`src/rtl/final_adder_pipe_if.sv`:
```
// Operand/result handshake bundle for final_adder_pipe: valid/ready on the
// redundant sum/carry input side and on the binary product output side.
interface final_adder_pipe_if #(
  parameter int WIDTH = 64
);
  logic             in_valid;
  logic             in_ready;
  logic [WIDTH-1:0] in_sum;
  logic [WIDTH-1:0] in_carry;
  logic             out_valid;
  logic             out_ready;
  logic [WIDTH-1:0] out_product;

  // master: the Wallace array upstream plus the multiplier back end downstream
  modport master (
    output in_valid, in_sum, in_carry, out_ready,
    input  in_ready, out_valid, out_product
  );

  modport slave (
    input  in_valid, in_sum, in_carry, out_ready,
    output in_ready, out_valid, out_product
  );
endinterface

```
`src/rtl/final_adder_pipe.sv`:
```
// Two-stage carry-propagate adder resolving Wallace-tree sum/carry vectors
// into the final product; low half added in stage 1, high half in stage 2.
module final_adder_pipe #(
  parameter int WIDTH = 64
) (
  input logic               clk,
  input logic               rst_n,
  final_adder_pipe_if.slave bus
);
  localparam int HALF = WIDTH / 2;

  logic             s1_valid_q, s1_valid_d;
  logic             s1_cy_q, s1_cy_d;
  logic [HALF-1:0]  s1_lo_q, s1_lo_d;
  logic [HALF-1:0]  s1_sum_hi_q, s1_sum_hi_d;
  logic [HALF-1:0]  s1_cv_hi_q, s1_cv_hi_d;
  logic             out_valid_q, out_valid_d;
  logic [WIDTH-1:0] out_product_q, out_product_d;

  logic             s1_en;
  logic             s2_en;
  logic [WIDTH-1:0] cv;
  logic [HALF:0]    lo_add;
  logic [HALF-1:0]  hi_add;
  logic             unused_carry_msb;

  // The carry MSB would land at column WIDTH, outside the product.
  assign unused_carry_msb = bus.in_carry[WIDTH-1];

  always_comb begin
    s2_en  = ~out_valid_q | bus.out_ready;
    s1_en  = ~s1_valid_q | s2_en;
    cv     = {bus.in_carry[WIDTH-2:0], 1'b0};
    lo_add = {1'b0, bus.in_sum[HALF-1:0]} + {1'b0, cv[HALF-1:0]};
    hi_add = s1_sum_hi_q + s1_cv_hi_q + HALF'(s1_cy_q);
  end

  assign bus.in_ready    = rst_n & s1_en;
  assign bus.out_valid   = out_valid_q;
  assign bus.out_product = out_product_q;

  always_comb begin
    s1_valid_d    = s1_valid_q;
    s1_cy_d       = s1_cy_q;
    s1_lo_d       = s1_lo_q;
    s1_sum_hi_d   = s1_sum_hi_q;
    s1_cv_hi_d    = s1_cv_hi_q;
    out_valid_d   = out_valid_q;
    out_product_d = out_product_q;

    if (s1_en) begin
      s1_valid_d = bus.in_valid;
      if (bus.in_valid) begin
        {s1_cy_d, s1_lo_d} = lo_add;
        s1_sum_hi_d        = bus.in_sum[WIDTH-1:HALF];
        s1_cv_hi_d         = cv[WIDTH-1:HALF];
      end
    end

    // Stage 2 data only moves when stage 1 really holds a pair, so a bubble
    // never overwrites a result that is still being presented.
    if (s2_en) begin
      out_valid_d = s1_valid_q;
      if (s1_valid_q) begin
        out_product_d = {hi_add, s1_lo_q};
      end
    end
  end

  always_ff @(posedge clk) begin
    if (!rst_n) begin
      s1_valid_q    <= 1'b0;
      s1_cy_q       <= 1'b0;
      s1_lo_q       <= '0;
      s1_sum_hi_q   <= '0;
      s1_cv_hi_q    <= '0;
      out_valid_q   <= 1'b0;
      out_product_q <= '0;
    end else begin
      s1_valid_q    <= s1_valid_d;
      s1_cy_q       <= s1_cy_d;
      s1_lo_q       <= s1_lo_d;
      s1_sum_hi_q   <= s1_sum_hi_d;
      s1_cv_hi_q    <= s1_cv_hi_d;
      out_valid_q   <= out_valid_d;
      out_product_q <= out_product_d;
    end
  end
endmodule
```
`src/flat_wrapper.sv`:
```
// flat-port wrapper written by rule: the top's interface ports become plain ports
module final_adder_pipe_flat 
#(
  parameter int WIDTH = 64
)
  (clk, rst_n, bus_in_valid, bus_in_sum, bus_in_carry, bus_out_ready, bus_in_ready, bus_out_valid, bus_out_product);
  final_adder_pipe_if #(.WIDTH(WIDTH)) bus_i ();
  input logic clk;
  input logic rst_n;
  input wire logic [$bits(bus_i.in_valid)-1:0] bus_in_valid;
  input wire logic [$bits(bus_i.in_sum)-1:0] bus_in_sum;
  input wire logic [$bits(bus_i.in_carry)-1:0] bus_in_carry;
  input wire logic [$bits(bus_i.out_ready)-1:0] bus_out_ready;
  output wire logic [$bits(bus_i.in_ready)-1:0] bus_in_ready;
  output wire logic [$bits(bus_i.out_valid)-1:0] bus_out_valid;
  output wire logic [$bits(bus_i.out_product)-1:0] bus_out_product;
  assign bus_i.in_valid = bus_in_valid;
  assign bus_i.in_sum = bus_in_sum;
  assign bus_i.in_carry = bus_in_carry;
  assign bus_i.out_ready = bus_out_ready;
  assign bus_in_ready = bus_i.in_ready;
  assign bus_out_valid = bus_i.out_valid;
  assign bus_out_product = bus_i.out_product;
  final_adder_pipe #(.WIDTH(WIDTH)) u_core (.clk(clk), .rst_n(rst_n), .bus(bus_i));
endmodule
```
`config.mk`:
```
export PLATFORM = sky130hd
export DESIGN_NAME = final_adder_pipe_flat
export DESIGN_NICKNAME = d
export VERILOG_FILES = /design/src/rtl/final_adder_pipe_if.sv /design/src/rtl/final_adder_pipe.sv /design/src/flat_wrapper.sv
export SDC_FILE = /design/constraint.sdc
export NUM_CORES = 1
export LEC_CHECK = 0
export CELL_PAD_IN_SITES_DETAIL_PLACEMENT = 1
export CELL_PAD_IN_SITES_GLOBAL_PLACEMENT = 1
export CORE_MARGIN = 3
export CORE_UTILIZATION = 40
export CTS_CLUSTER_DIAMETER = 60
export DETAILED_ROUTE_END_ITERATION = 12
export GPL_TIMING_DRIVEN = 0
export MAX_ROUTING_LAYER = met4
export PLACE_DENSITY = 0.86
export SLEW_MARGIN = 10
export SYNTH_ARGS = -nofsm -noshare
export SYNTH_HDL_FRONTEND = slang
export SYNTH_SLANG_ARGS = --single-unit
```
`constraint.sdc`:
```
create_clock -name clk -period 9.45 [get_ports clk]
set_clock_uncertainty 0.1 [all_clocks]
set_input_delay 1.89 -clock clk [delete_from_list [all_inputs] [get_ports clk]]
set_output_delay 1.89 -clock clk [all_outputs]
set_load 0.005 [all_outputs]
```
==> flow_summary.yaml <==
status:
  status: "finished, final reports clean"
sta:
  min_period_over_period_pct: 66.1
  finalSetupViolations: 0
  slew-limit-headroom_pct: 41.2
  setup-tns-final_ps: 0
  slew_viol_final: 0
  hold_viol: 0
  tightest_slew_ps: 883
  clock.fmax_mhz: 160
  whs_ps: 352
  fin_crit_ps: 6250
  rsz0062_at_grt: "false"
critical_path:
  crit_type: "in -> out"
  worst_setup_path_start_kind: "input port"
  r2r_start: "u_core.s1_cv_hi_q[0]"
  crit_path_start: "rst_n"
  reg2reg_depth: 10
  cp_max_fo: 10
  cp_cell_sequence: "clkdlybuf4s50_1 -> inv_1 -> clkbuf_1 -> clkbuf_1 -> a21oi_1 -> clkdlybuf4s50_1"
  crit_arrival_ps: 4260
  required_ps: 7460
  critical_path.max_stage_delay_ps: 530
  slowest_stage: "clkbuf_1"
  r2r_slack_ps: 5850
  reg2reg_to: "u_core.bus.out_product[62]"
  crit_path_end_kind: "output pin"
place:
  dp_cells: 1617
  place_area_um2: 11100
  post-dp-hpwl_um: 23800
  io_buffer_count: 196
  gp_congestion: 0.931
synthesis:
  synthCells: 1146
  async_reset_ff_share_pct: 0
  yosysTopAreaCellShare_pct: 37.0
  synthMostInstantiatedCell: "nand2_1"
  syn_avg_cell_area_um2: 7.69
  synth_edf_count: 0
  synth_area_um2: 8820
  synthMuxAreaShare_pct: 0.454
  synthesis.nets: 1342
  synth_xor_area_share_pct: 5.46
  ys_warn_count: 0
  ys_dominant_reg_cell: "dfxtp_1"
  yosys.area.top_type: "dfxtp_1"
  synth_top_family_by_area: "compound AO/OA/AOI/OAI gates"
  ys_seq_area_share_pct: 37.0
  synth_common_cells: "305 x nand2_1, 188 x a21oi_1, 163 x dfxtp_1, 62 x clkbuf_1, 61 x ha_1"
  synth.area.top_cells: "dfxtp_1 37%, nand2_1 13%, a21oi_1 11%"
  yosysUniqueCellTypes: 60
  yosys.area_share.simple_pct: 20.0
  ys_ff_latch: 163
  synthAdderAreaFrac_pct: 9.34
  synth-compound-area-share_pct: 24.2
layout:
  ff_latch_area_um2: 3260
  finalNonFillerCells: 1649
  multi_input_area_um2: 5240
  finalInstanceArea_um2: 11700
  num-fill-cells: 2641
  layout-drive-gt1-share_pct: 3.79
  area_growth_pct: 32.8
  final_nets: 1557
global_route:
  grt-ovfl-total: 0
  gr-usage-all-layers_pct: 26.2
  antenna_found_initial: 0
  grt_pass1_vias: 9530
  grt_max_degree: 17
  grt_pass1_wl_um: 49300
die:
  rows: 53
  start_util_pct: 41.3
  dieWidth_um: 154
  io_pins: 198
  fp.dieH_um: 154
  coreArea_um2: 21400
  die-area_um2: 23900
route:
  drtAntennaViolNets: 0
  drc: 0
  detail_route.first_pass.iterations: 4
  wirelength_um: 30600
  vias_per_cell: 5.48
  wl_per_cell_um: 18.6
  vias: 9032
  first_iter_violations: 407
clock_network:
  clk_pin_slew_ps: 60
  cts_setup_buffers: 0
  holdBufCountCts: 0
  clk_path_buf_depth: 2
  ctsResizeCount: 0
  cts.sinks: 163
  insertion_delay_ps: 430
  cts.htree.levels: 4
  cts_made_buffers: 17
  cts_tree: "built"
  cts_root_buffer: "clkbuf_16"
power:
  power_density_nw_per_um2: 157
  peakVddDrop_mv: 0.0962
  power.leakage_nw: 4.65
  power_w: 0.00183
worst_hold_path:
  hold_start: "u_core.s1_lo_q[30]"
  worst_hold_path.num_cells: 2
  hold_path_class: "reg -> reg"
  hold_end: "u_core.bus.out_product[30]"
run:
  cap_viol_max_count: 0
power breakdown:
| group | internal, W | switching [W] | total (W) |
|---|---|---|---|
| combinational | 0.000175 | 0.000209 | 0.000384 |
| clock | 0.000393 | 0.000300 | 0.000693 |
| sequential | 0.000730 | 0.0000276 | 0.000758 |
layer usage:
layer,up-vias,wire [µm],GRT usage [%]
met5,-,0,-
met4,0,567,6.85
met1,4367,13900,33.3
met2,212,14900,43.6
li1,4420,-,-
met3,33,1340,4.39
sequential cells by signal, summed over array words and instances, names as in the netlist:
name / cells
u_core.s1_sum_hi_q: 32
u_core.s1_lo_q: 32
u_core.bus.out_product: 64
u_core.bus.out_valid: 1
u_core.s1_valid_q: 1
u_core.s1_cy_q: 1
u_core.s1_cv_hi_q: 32
layout by cell type (no fill, tap or decap), types with 10 or more instances in the layout:
cell type / n
a211oi_1: 17
a21o_1: 21
a21oi_1: 188
a31oi_1: 10
clkbuf_1: 63
clkbuf_16: 17
clkdlybuf4s50_1: 196
dfxtp_1: 163
ha_1: 61
nand2_1: 305
nand3_1: 19
nand4_1: 12
nor2_1: 46
o21a_1: 16
o21ai_0: 56
xnor2_1: 31
xor2_1: 24
through the flow:
step	utilization [%]	setup WS, ps
floorplan	-	4870
global placement	52.1	3270
detailed placement	52.1	3250
CTS	54.8	3180
global route	54.8	3060
finish	54.8	3200
final cells by class:
cell class                 count  share of cell area (%)
multi-input combinational    908                    44.8
clock buffer                  18                    3.67
clock inverter                13                    1.31
inverter                       7                   0.224
tap                          275                    2.94
timing repair buffer         196                    16.8
antenna                        1                  0.0214
sequential                   163                    27.9
buffer                        68                    2.43
worst max-delay path, delay by kind of cell:
| kind | cells | cell delay (ps) |
|---|---|---|
| compound gates | 1 | 170 |
| buf+inv | 5 | 2190 |
cells by family (layout without fill, tap and decap cells):
family | Yosys count | in the layout
other | 0 | 1
AOI/OAI and AO/OA | 361 | 361
DFF | 163 | 163
muxes | 4 | 4
adders and majority gates | 64 | 64
and+or+nand+nor | 424 | 424
xor gates and xnor gates | 55 | 55
buffers and inverters | 75 | 302
how the worst max path moves through the flow:
stage	slack, ps	end
2_1_floorplan	4870	bus_in_ready
3_3_place_gp	3270	bus_in_ready
3_5_place_dp	3250	bus_in_ready
4_1_cts	3180	bus_in_ready
5_1_grt	3060	bus_in_ready
6_report	3200	bus_in_ready
Power figures use the tool's default switching activity.
